$ cat src/rtl/pc_pkg.sv
// Shared definitions for the fetch-stage program-counter unit:
// next-PC source select and alignment constants.
package pc_pkg;

    typedef enum logic [2:0] {
        SEL_SEQ,
        SEL_BR,
        SEL_JMP,
        SEL_RET,
        SEL_EXC
    } pc_sel_e;

    localparam int unsigned PC_STEP    = 4;
    localparam int unsigned ALIGN_MASK = 3;

endpackage

$ cat src/rtl/pc_ras.sv
// Circular return-address stack. A push while full overwrites the oldest
// entry; the occupancy count saturates at DEPTH.
module pc_ras
    import pc_pkg::*;
#(
    parameter int AW    = 32,
    parameter int DEPTH = 4
) (
    input  logic          clk,
    input  logic          reset,
    input  logic          push,
    input  logic          pop,
    input  logic [AW-1:0] push_data,
    output logic [AW-1:0] top,
    output logic          full,
    output logic          empty
);

    localparam int PW = $clog2(DEPTH);
    localparam logic [PW-1:0] PTR_ONE   = PW'(1);
    localparam logic [PW:0]   CNT_ONE   = (PW + 1)'(1);
    localparam logic [PW:0]   CNT_DEPTH = (PW + 1)'(DEPTH);

    logic [AW-1:0] mem_q [DEPTH];
    logic [AW-1:0] mem_d [DEPTH];
    logic [PW-1:0] ptr_q, ptr_d;
    logic [PW:0]   count_q, count_d;
    logic [PW-1:0] top_idx;

    // ptr_q is the next free slot; when full it also points at the oldest entry.
    assign top_idx = ptr_q - PTR_ONE;
    assign top     = mem_q[top_idx];
    assign full    = (count_q == CNT_DEPTH);
    assign empty   = (count_q == '0);

    always_comb begin
        mem_d   = mem_q;
        ptr_d   = ptr_q;
        count_d = count_q;
        if (push) begin
            mem_d[ptr_q] = push_data;
            ptr_d        = ptr_q + PTR_ONE;
            if (!full) begin
                count_d = count_q + CNT_ONE;
            end
        end else if (pop && !empty) begin
            ptr_d   = ptr_q - PTR_ONE;
            count_d = count_q - CNT_ONE;
        end
    end

    always_ff @(posedge clk) begin
        if (reset) begin
            ptr_q   <= '0;
            count_q <= '0;
            for (int i = 0; i < DEPTH; i++) begin
                mem_q[i] <= '0;
            end
        end else begin
            ptr_q   <= ptr_d;
            count_q <= count_d;
            mem_q   <= mem_d;
        end
    end

endmodule

$ cat src/rtl/pc_sequencer.sv
// Fetch-stage program counter: prioritised next-PC selection, I/O stall with
// insert override, return-address stack and registered source-line index.
module pc_sequencer
    import pc_pkg::*;
#(
    parameter int            AW           = 32,
    parameter logic [AW-1:0] RESET_VECTOR = '0,
    parameter logic [AW-1:0] EXC_VECTOR   = AW'(32'h80),
    parameter int            RAS_DEPTH    = 4,
    parameter int            LINE_OFFSET  = 2
) (
    input  logic          CLK,
    input  logic          reset,
    input  logic          input_flag,
    input  logic          output_flag,
    input  logic          insert,
    input  logic          branch_taken,
    input  logic [AW-1:0] branch_target,
    input  logic          jump,
    input  logic          call,
    input  logic [AW-1:0] jump_target,
    input  logic          ret,
    input  logic          exception,
    output logic [AW-1:0] addressOut,
    output logic [31:0]   linha,
    output logic          ras_overflow,
    output logic          ras_underflow,
    output logic          misaligned
);

    function automatic logic [AW-1:0] align(input logic [AW-1:0] a);
        return a & ~(AW'(ALIGN_MASK));
    endfunction

    function automatic logic [31:0] line_of(input logic [AW-1:0] pc);
        logic [AW-1:0] word;
        word = pc >> 2;
        return 32'(word) + 32'(LINE_OFFSET);
    endfunction

    logic [AW-1:0] pc_q, pc_d;
    logic [31:0]   linha_q, linha_d;
    logic          ovf_q, ovf_d;
    logic          unf_q, unf_d;
    logic          mis_q, mis_d;

    logic          adv;
    logic          hold;
    pc_sel_e       sel;
    logic          ras_push;
    logic          ras_pop;
    logic          ras_full;
    logic          ras_empty;
    logic [AW-1:0] ras_top;
    logic [AW-1:0] pc_seq;

    assign adv    = (!input_flag && !output_flag) || insert;
    assign pc_seq = align(pc_q + AW'(PC_STEP));

    // Source selection; exception bypasses the stall, everything else needs adv.
    always_comb begin
        sel      = SEL_SEQ;
        hold     = 1'b0;
        ras_push = 1'b0;
        ras_pop  = 1'b0;
        ovf_d    = 1'b0;
        unf_d    = 1'b0;
        mis_d    = 1'b0;
        if (exception) begin
            sel = SEL_EXC;
        end else if (!adv) begin
            hold = 1'b1;
        end else if (call) begin
            sel      = SEL_JMP;
            ras_push = 1'b1;
            ovf_d    = ras_full;
            mis_d    = |jump_target[1:0];
        end else if (jump) begin
            sel   = SEL_JMP;
            mis_d = |jump_target[1:0];
        end else if (ret) begin
            if (ras_empty) begin
                unf_d = 1'b1;
            end else begin
                sel     = SEL_RET;
                ras_pop = 1'b1;
            end
        end else if (branch_taken) begin
            sel   = SEL_BR;
            mis_d = |branch_target[1:0];
        end
    end

    always_comb begin
        pc_d = pc_q;
        if (!hold) begin
            unique case (sel)
                SEL_SEQ: pc_d = pc_seq;
                SEL_BR:  pc_d = align(branch_target);
                SEL_JMP: pc_d = align(jump_target);
                SEL_RET: pc_d = align(ras_top);
                SEL_EXC: pc_d = EXC_VECTOR;
                default: pc_d = pc_seq;
            endcase
        end
        linha_d = line_of(pc_d);
    end

    pc_ras #(
        .AW    (AW),
        .DEPTH (RAS_DEPTH)
    ) u_ras (
        .clk       (CLK),
        .reset     (reset),
        .push      (ras_push),
        .pop       (ras_pop),
        .push_data (pc_seq),
        .top       (ras_top),
        .full      (ras_full),
        .empty     (ras_empty)
    );

    always_ff @(posedge CLK) begin
        if (reset) begin
            pc_q    <= RESET_VECTOR;
            linha_q <= line_of(RESET_VECTOR);
            ovf_q   <= 1'b0;
            unf_q   <= 1'b0;
            mis_q   <= 1'b0;
        end else begin
            pc_q    <= pc_d;
            linha_q <= linha_d;
            ovf_q   <= ovf_d;
            unf_q   <= unf_d;
            mis_q   <= mis_d;
        end
    end

    assign addressOut    = pc_q;
    assign linha         = linha_q;
    assign ras_overflow  = ovf_q;
    assign ras_underflow = unf_q;
    assign misaligned    = mis_q;

endmodule

$ cat config.mk
export PLATFORM = sky130hd
export DESIGN_NAME = pc_sequencer
export DESIGN_NICKNAME = d
export VERILOG_FILES = /design/src/rtl/pc_pkg.sv /design/src/rtl/pc_ras.sv /design/src/rtl/pc_sequencer.sv
export SDC_FILE = /design/constraint.sdc
export NUM_CORES = 1
export LEC_CHECK = 0
export CAP_MARGIN = 10
export CORE_MARGIN = 2
export CORE_UTILIZATION = 55
export DETAILED_ROUTE_END_ITERATION = 6
export PLACE_DENSITY = 0.91
export SLEW_MARGIN = 25
export SYNTH_ARGS = -nofsm -noshare
export SYNTH_HDL_FRONTEND = slang
export SYNTH_SLANG_ARGS = --single-unit
$ cat constraint.sdc
create_clock -name CLK -period 5.6 [get_ports CLK]
set_clock_uncertainty 0.05 [all_clocks]
set_input_delay 0.56 -clock CLK [delete_from_list [all_inputs] [get_ports CLK]]
set_output_delay 0.56 -clock CLK [all_outputs]
set_load 0.01 [all_outputs]
== After elaboration in Yosys (flattened, before gate mapping) ==
Index checks and enable logic that the tools add are counted.

* Flip-flop bits (word level): 200
* Bits of input ports: 74
* Word-level logic and storage cells: 83
* Output and inout port bits: 67

* Muxes and demuxes: 36
* Magnitude comparators: 3
* Equality and inequality tests: 6
* Bitwise gates (word level): 5
* Reduce and logical (&&, ||, !) cells: 15
* $add $sub $neg: 6

{| class="wikitable"
|+ Operators with widths
! cell !! count
|-
| bitwise mux 128 bit || 1
|-
| 2-to-1 mux 32 bit || 4
|-
| case mux 32 bit (4 select lines) || 1
|-
| binary-select mux 32 bit (select 2 bit) || 1
|-
| demux 32 bit (select 2 bit) || 1
|-
| adder 32 x 3 -> 32 bit (second input constant) || 1
|-
| adder 30 x 2 -> 31 bit (second input constant) || 1
|-
| 2-to-1 mux 3 bit || 8
|-
| 2-to-1 mux 1 bit || 17
|-
| equality test 3 x 2 -> 1 bit (second input constant) || 2
|-
| equality test 3 bit (second input constant) || 2
|-
| greater-or-equal comparator 3 bit (second input constant) || 2
|-
| 2-to-1 mux 2 bit || 3
|-
| inverter 2 -> 3 bit || 2
|-
| OR reduction 6 bit || 1
|-
| OR reduction 2 bit || 2
|-
| OR reduction 4 bit || 1
|-
| adder 3 x 1 -> 3 bit (second input constant) || 1
|-
| equality test 3 x 1 -> 1 bit (second input constant) || 1
|-
| logical AND 1 bit || 3
|-
| zero test 1 bit || 3
|-
| zero test 3 bit || 1
|-
| < comparator 3 x 1 -> 1 bit (second input constant) || 1
|-
| inverter 1 bit || 3
|-
| 8 further kinds || 8
|}

== Logic depth before layout (Yosys ltp) ==
* Depth in word-level cells: 11
* Gate-level depth with buffers: 16
* Depth with buffers taken out: 12

== Hierarchy ==
From an unflattened synthesis, not the netlist that was laid out.

* Cell total of the unflattened synthesis: 1,245
* Area, all modules: 10,261.1 um^2

{| class="wikitable"
|+ Modules (own cells, without submodules)
! module !! sequential area each (um^2) !! area an instance (um^2) !! instances !! cells each
|-
| pc_ras || 2,662.6 || 5,530.3 || 1 || 646
|-
| pc_sequencer || 1,261.2 || 4,730.8 || 1 || 599
|}

== Least setup slack after synthesis ==
Ideal clock, no wire load.

* Kind: reg2reg
* Start point: register u_ras.ptr_q[0]
* End point: register linha_q[28] (netlist: linha[28])
* Required time: 5.427 ns
* Setup slack: 1.107 ns
* Stages on the path, launching flop included: 17
* Period minus slack after synthesis: 4.493 ns
* Setup time: 0.123 ns
* Arrival time: 4.319 ns
* Cells stage by stage: dfxtp_1 -> buf_2 -> buf_1 -> inv_1 -> ha_1 -> buf_2 -> buf_4 -> buf_4 -> buf_2 -> mux4_2 -> o221ai_1 -> a311oi_1 -> o31ai_1 -> or4_1 -> nor3b_1 -> nand3_1 -> mux2_1

* Word-level cells in the longest chain between the ends: 8

{| class="wikitable"
|+ Ends and longest elaborated chain
! element !! RTL line !! text
|-
| start, declared || pc_ras.sv:26 || <nowiki>logic [PW-1:0] ptr_q, ptr_d;</nowiki>
|-
| start signal, assigned || pc_ras.sv:60 || <nowiki>ptr_q <= ptr_d;</nowiki>
|-
| subtractor 2 x 1 -> 2 bit || pc_ras.sv:31 || <nowiki>assign top_idx = ptr_q - PTR_ONE;</nowiki>
|-
| inverter 2 -> 3 bit (not written as such) || pc_ras.sv:32 || <nowiki>assign top = mem_q[top_idx];</nowiki>
|-
| binary-select mux 32 bit (select 2 bit) || pc_ras.sv:32 ||
|-
| 2-to-1 mux 32 bit (not written as such) (2 in series) || pc_ras.sv:32 ||
|-
| case mux 32 bit (4 select lines) || pc_sequencer.sv:97 || <nowiki>unique case (sel)</nowiki>
|-
| 2-to-1 mux 32 bit || pc_sequencer.sv:96 || <nowiki>if (!hold) begin</nowiki>
|-
| adder 30 x 2 -> 31 bit || pc_sequencer.sv:38 || <nowiki>return 32'(word) + 32'(LINE_OFFSET);</nowiki>
|-
| end signal, assigned || pc_sequencer.sv:126 || <nowiki>linha_q <= line_of(RESET_VECTOR);</nowiki>
|-
| end signal, assigned || pc_sequencer.sv:132 || <nowiki>linha_q <= linha_d;</nowiki>
|-
| end, declared || pc_sequencer.sv:42 || <nowiki>logic [31:0] linha_q, linha_d;</nowiki>
|}

No other way between the ends. The select of a mux whose other input is x is not followed.
A chain may end at the register's enable or synchronous reset.

== Worst setup path in the final report ==
* Start point: register u_ras.ptr_q[1]
* End point: register linha_q[24] (netlist: linha[24])

The elaborated chain is that of the path after synthesis.

==> flow_summary.json <==
{
  "hold-worst-slack_ps": 413,
  "status": "finished, final reports clean",
  "worst_pin_slew_ps": 1020,
  "finalSetupViolations": 0,
  "vias": 9213,
  "tns_ps": 0,
  "row_count": 47,
  "fp.dieW_um": 135,
  "slowest_delay_ps": 690,
  "syn-instance-count": 1072,
  "synth.mux.area_fraction": 0.0830,
  "synth_area_leaders": "dfxtp_1 (40%), a211oi_1 (9.8%), nor2_1 (8.2%), mux4_2 (7.1%), xor2_1 (2.7%)",
  "synth-simple-area-share": 0.210,
  "netlist_area_um2": 9470,
  "totalWireLength_um": 30400,
  "timing.max_cap.violations": 0,
  "drt_iter0_markers": 1795,
  "ys_seq_elements": 188,
  "synth_top_family_by_area": "simple AND/OR/NAND/NOR gates",
  "postCtsHoldBufs": 0,
  "dp_cells": 1352,
  "synthAdderAreaFrac": 0.0100,
  "path_cells": "inv_1 -> ha_2 -> buf_4 -> mux4_2 -> nand4_1 -> o311a_1 -> a2111oi_2 -> nor2b_1 -> nand4_1 -> or2_1 -> or4_4 -> mux2_4",
  "grt_start_max_net_pins": 104,
  "switching_share": 0.294,
  "tritoncts": "built",
  "io_pins": 141,
  "synth_enable_flop_cells": 0,
  "crit_slowest_cell": "ha_2",
  "p_sw_uw": 937,
  "cp_common_cell": "nand4_1",
  "clkPwrFrac": 0.384,
  "viasPerCell": 6.66,
  "dr.pass1.iters": 7,
  "clkTransAtPathRegs_ps": 70,
  "worstSetupStartpointType": "flop",
  "power.internal_mw": 2.25,
  "die_y_um": 135,
  "clock-sinks": 188,
  "fillers": 1312,
  "cellLeakagePower_nw": 3.75,
  "cts_made_buffers": 17,
  "synth_top_flop_cell": "dfxtp_1",
  "post-synth-top-area-fraction": 0.398,
  "synth_largest_area_cell": "dfxtp_1",
  "core-area_um2": 16700,
  "clockRootBuffer": "clkbuf_16",
  "power_density_nw_per_um2": 279,
  "synthToLayoutAreaGrowth_pct": 20.9,
  "remaining_drc_errors": 0,
  "comb_power_share": 0.164,
  "fmax_ghz": 0.221,
  "overflow": 0,
  "relSlewSlack": 0.321,
  "rsz0062_at_grt": "no",
  "clock_latency_ps": 440,
  "finalMaxSlewViolations": 0,
  "synth_warnings": 0,
  "post_synth_xor_area_fraction": 0.0453,
  "ys_seq_area_frac": 0.398,
  "gp_congestion": 0.966,
  "antenna_found_initial": 0,
  "grt_use_total": 0.328,
  "hpwl_um": 21000,
  "post-cts-setup-buffers": 0,
  "peakVddDrop_mv": 0.219,
  "worstPathRequired_ps": 5880,
  "numPortBuffers": 137,
  "ant_nets": 0,
  "cts-resized-gates": 0,
  "diodes": 0,
  "min_path_type": "reg2reg",
  "die_area_um2": 18300,
  "synth_compound_area_frac": 0.203,
  "hold_viol": 0,
  "power_frac_seq": 0.452,
  "criticalPathCategory": "reg2reg",
  "initial_core_util": 0.567,
  "worst_ep_arrival_time_ps": 4820,
  "drive_gt1_frac": 0.0954,
  "crit_path_end_kind": "flop",
  "grt_pass1_vias": 8502,
  "fin_crit_sh": 0.810,
  "final-instance-count-excl-fill": 1384,
  "wire_per_inst_um": 22.0,
  "max-clock-path-buffers": 2,
  "syn_avg_cell_area_um2": 8.83,
  "ys_async_sr_fraction": 0,
  "yosysUniqueCellTypes": 77,
  "fin_nets": 1232,
  "grt_pass1_wl_um": 46400,
  "crit_path_max_fanout": 15,
  "period_minus_slack_ps": 4530,
  "h-tree-depth": 4
}
==> synth_stat cells, types with 3 or more instances <==
library cell  instances
or3_1                 8
and3_1               10
inv_1                15
ha_1                  6
a211o_1               6
nand4_1              24
a22oi_1               5
a31oi_1               6
xor2_1               29
and2_1                7
mux2i_1               5
nor2b_1               7
o41ai_1               4
a311oi_1              3
mux2_2                3
a211oi_1            123
nor2_1              207
o22ai_1               4
clkbuf_1             50
nand2_1              42
nand2b_1              5
mux4_2               30
o31a_1                3
nand3_1              31
nor3_1               30
dfxtp_1             188
xnor2_1              20
o31ai_1               9
o21ai_0              15
buf_4                 9
or4_1                 3
o221ai_1              4
a21oi_1              30
or2_2                 7
buf_1                19
a221oi_1              3
buf_2                17
o311a_1               3
nor4_1               18
nor4_2                3
a22o_1                9
and4_1                3
==> flip-flops by register name, indices dropped and copies added (netlist names) <==
register / flops
misaligned: 1
ras_underflow: 1
addressOut: 30
u_ras.count_q: 3
u_ras.ptr_q: 2
ras_overflow: 1
linha: 30
u_ras.mem_q: 120
==> metal layers <==
layer  part of all wire  GRT usage  vias up
met5                  0          0        -
met4              0.038      0.137        0
met3               0.10     0.0625       97
met2               0.47      0.520      681
met1               0.39      0.444     4318
li1                   -          -     4117
==> power groups by stage <==
stage / clock network, mW / registers [mW] / logic (mW)
3_3_place_gp: 0 / 1.47 / 0.494
6_report: 1.23 / 1.44 / 0.522
4_1_cts: 1.23 / 1.44 / 0.509
2_1_floorplan: 0 / 1.46 / 0.296
3_5_place_dp: 0 / 1.47 / 0.502
5_1_grt: 1.28 / 1.45 / 0.554
==> metrics by stage <==
stage / utilization / power (mW) / area [µm²] / setup WS [ps]
after floorplan: - / 1.76 / 9470 / 1110
after global placement: 0.649 / 1.96 / 10800 / 888
after detailed placement: 0.649 / 1.97 / 10800 / 833
after CTS: 0.685 / 3.18 / 11400 / 1180
after global routing: 0.685 / 3.28 / 11400 / 892
final: 0.685 / 3.19 / 11400 / 1070
==> area by class of cell <==
type                       instances  area [µm²]  area share
clock buffer                      17         425      0.0372
timing repair buffer             154        1500       0.131
inverter                          15        56.3     0.00492
sequential                       188        3760       0.329
tap                              220         275      0.0240
multi-input combinational        775        5250       0.459
clock inverter                    15         179      0.0156
==> placed cells by master, fill, tap and decap left out, types with 5 or more instances in the layout <==
master,instances
nor3_1,29
or2_2,7
a211o_1,6
a22o_1,9
o31ai_1,9
inv_1,15
clkdlybuf4s50_1,136
nand2_1,42
nor4_1,18
nand2b_1,5
a31oi_1,6
xor2_1,29
mux2i_1,5
a211oi_1,123
ha_1,5
nand3_1,31
xnor2_1,20
a22oi_1,5
dfxtp_1,188
clkbuf_16,17
a21oi_1,30
nor2b_1,7
and3_1,10
o21ai_0,15
nand4_1,24
nor2_1,207
mux4_2,30
buf_4,18
or3_1,8
==> cell families after synthesis <==
kind of cell | Yosys count
and+or+nand+nor | 417
DFF | 188
adders and majority gates | 7
other | 1
xor gates and xnor gates | 49
AOI/OAI and AO/OA | 259
buffers and inverters | 111
muxes | 40
==> critical path: cells and delay by family, from the launching register on <==
family,cells,cell delay [ps]
simple gates,5,1500
compound gates,2,790
fa+ha+maj,1,690
mux,2,570
buf+inv,2,410
flops,1,400
==> path summary, 6_finish.rpt <==
check	from	to	slack, ps	cells past startpoint
hold / removal	u_ras.mem_q[99]	u_ras.mem_q[99]	410	2
setup / recovery	u_ras.ptr_q[1]	linha[24]	1070	12
hold reg to reg	u_ras.mem_q[99]	u_ras.mem_q[99]	410	2
setup reg to reg	u_ras.ptr_q[1]	linha[24]	1070	12
Note: power is estimated with default switching activity, not from simulation.
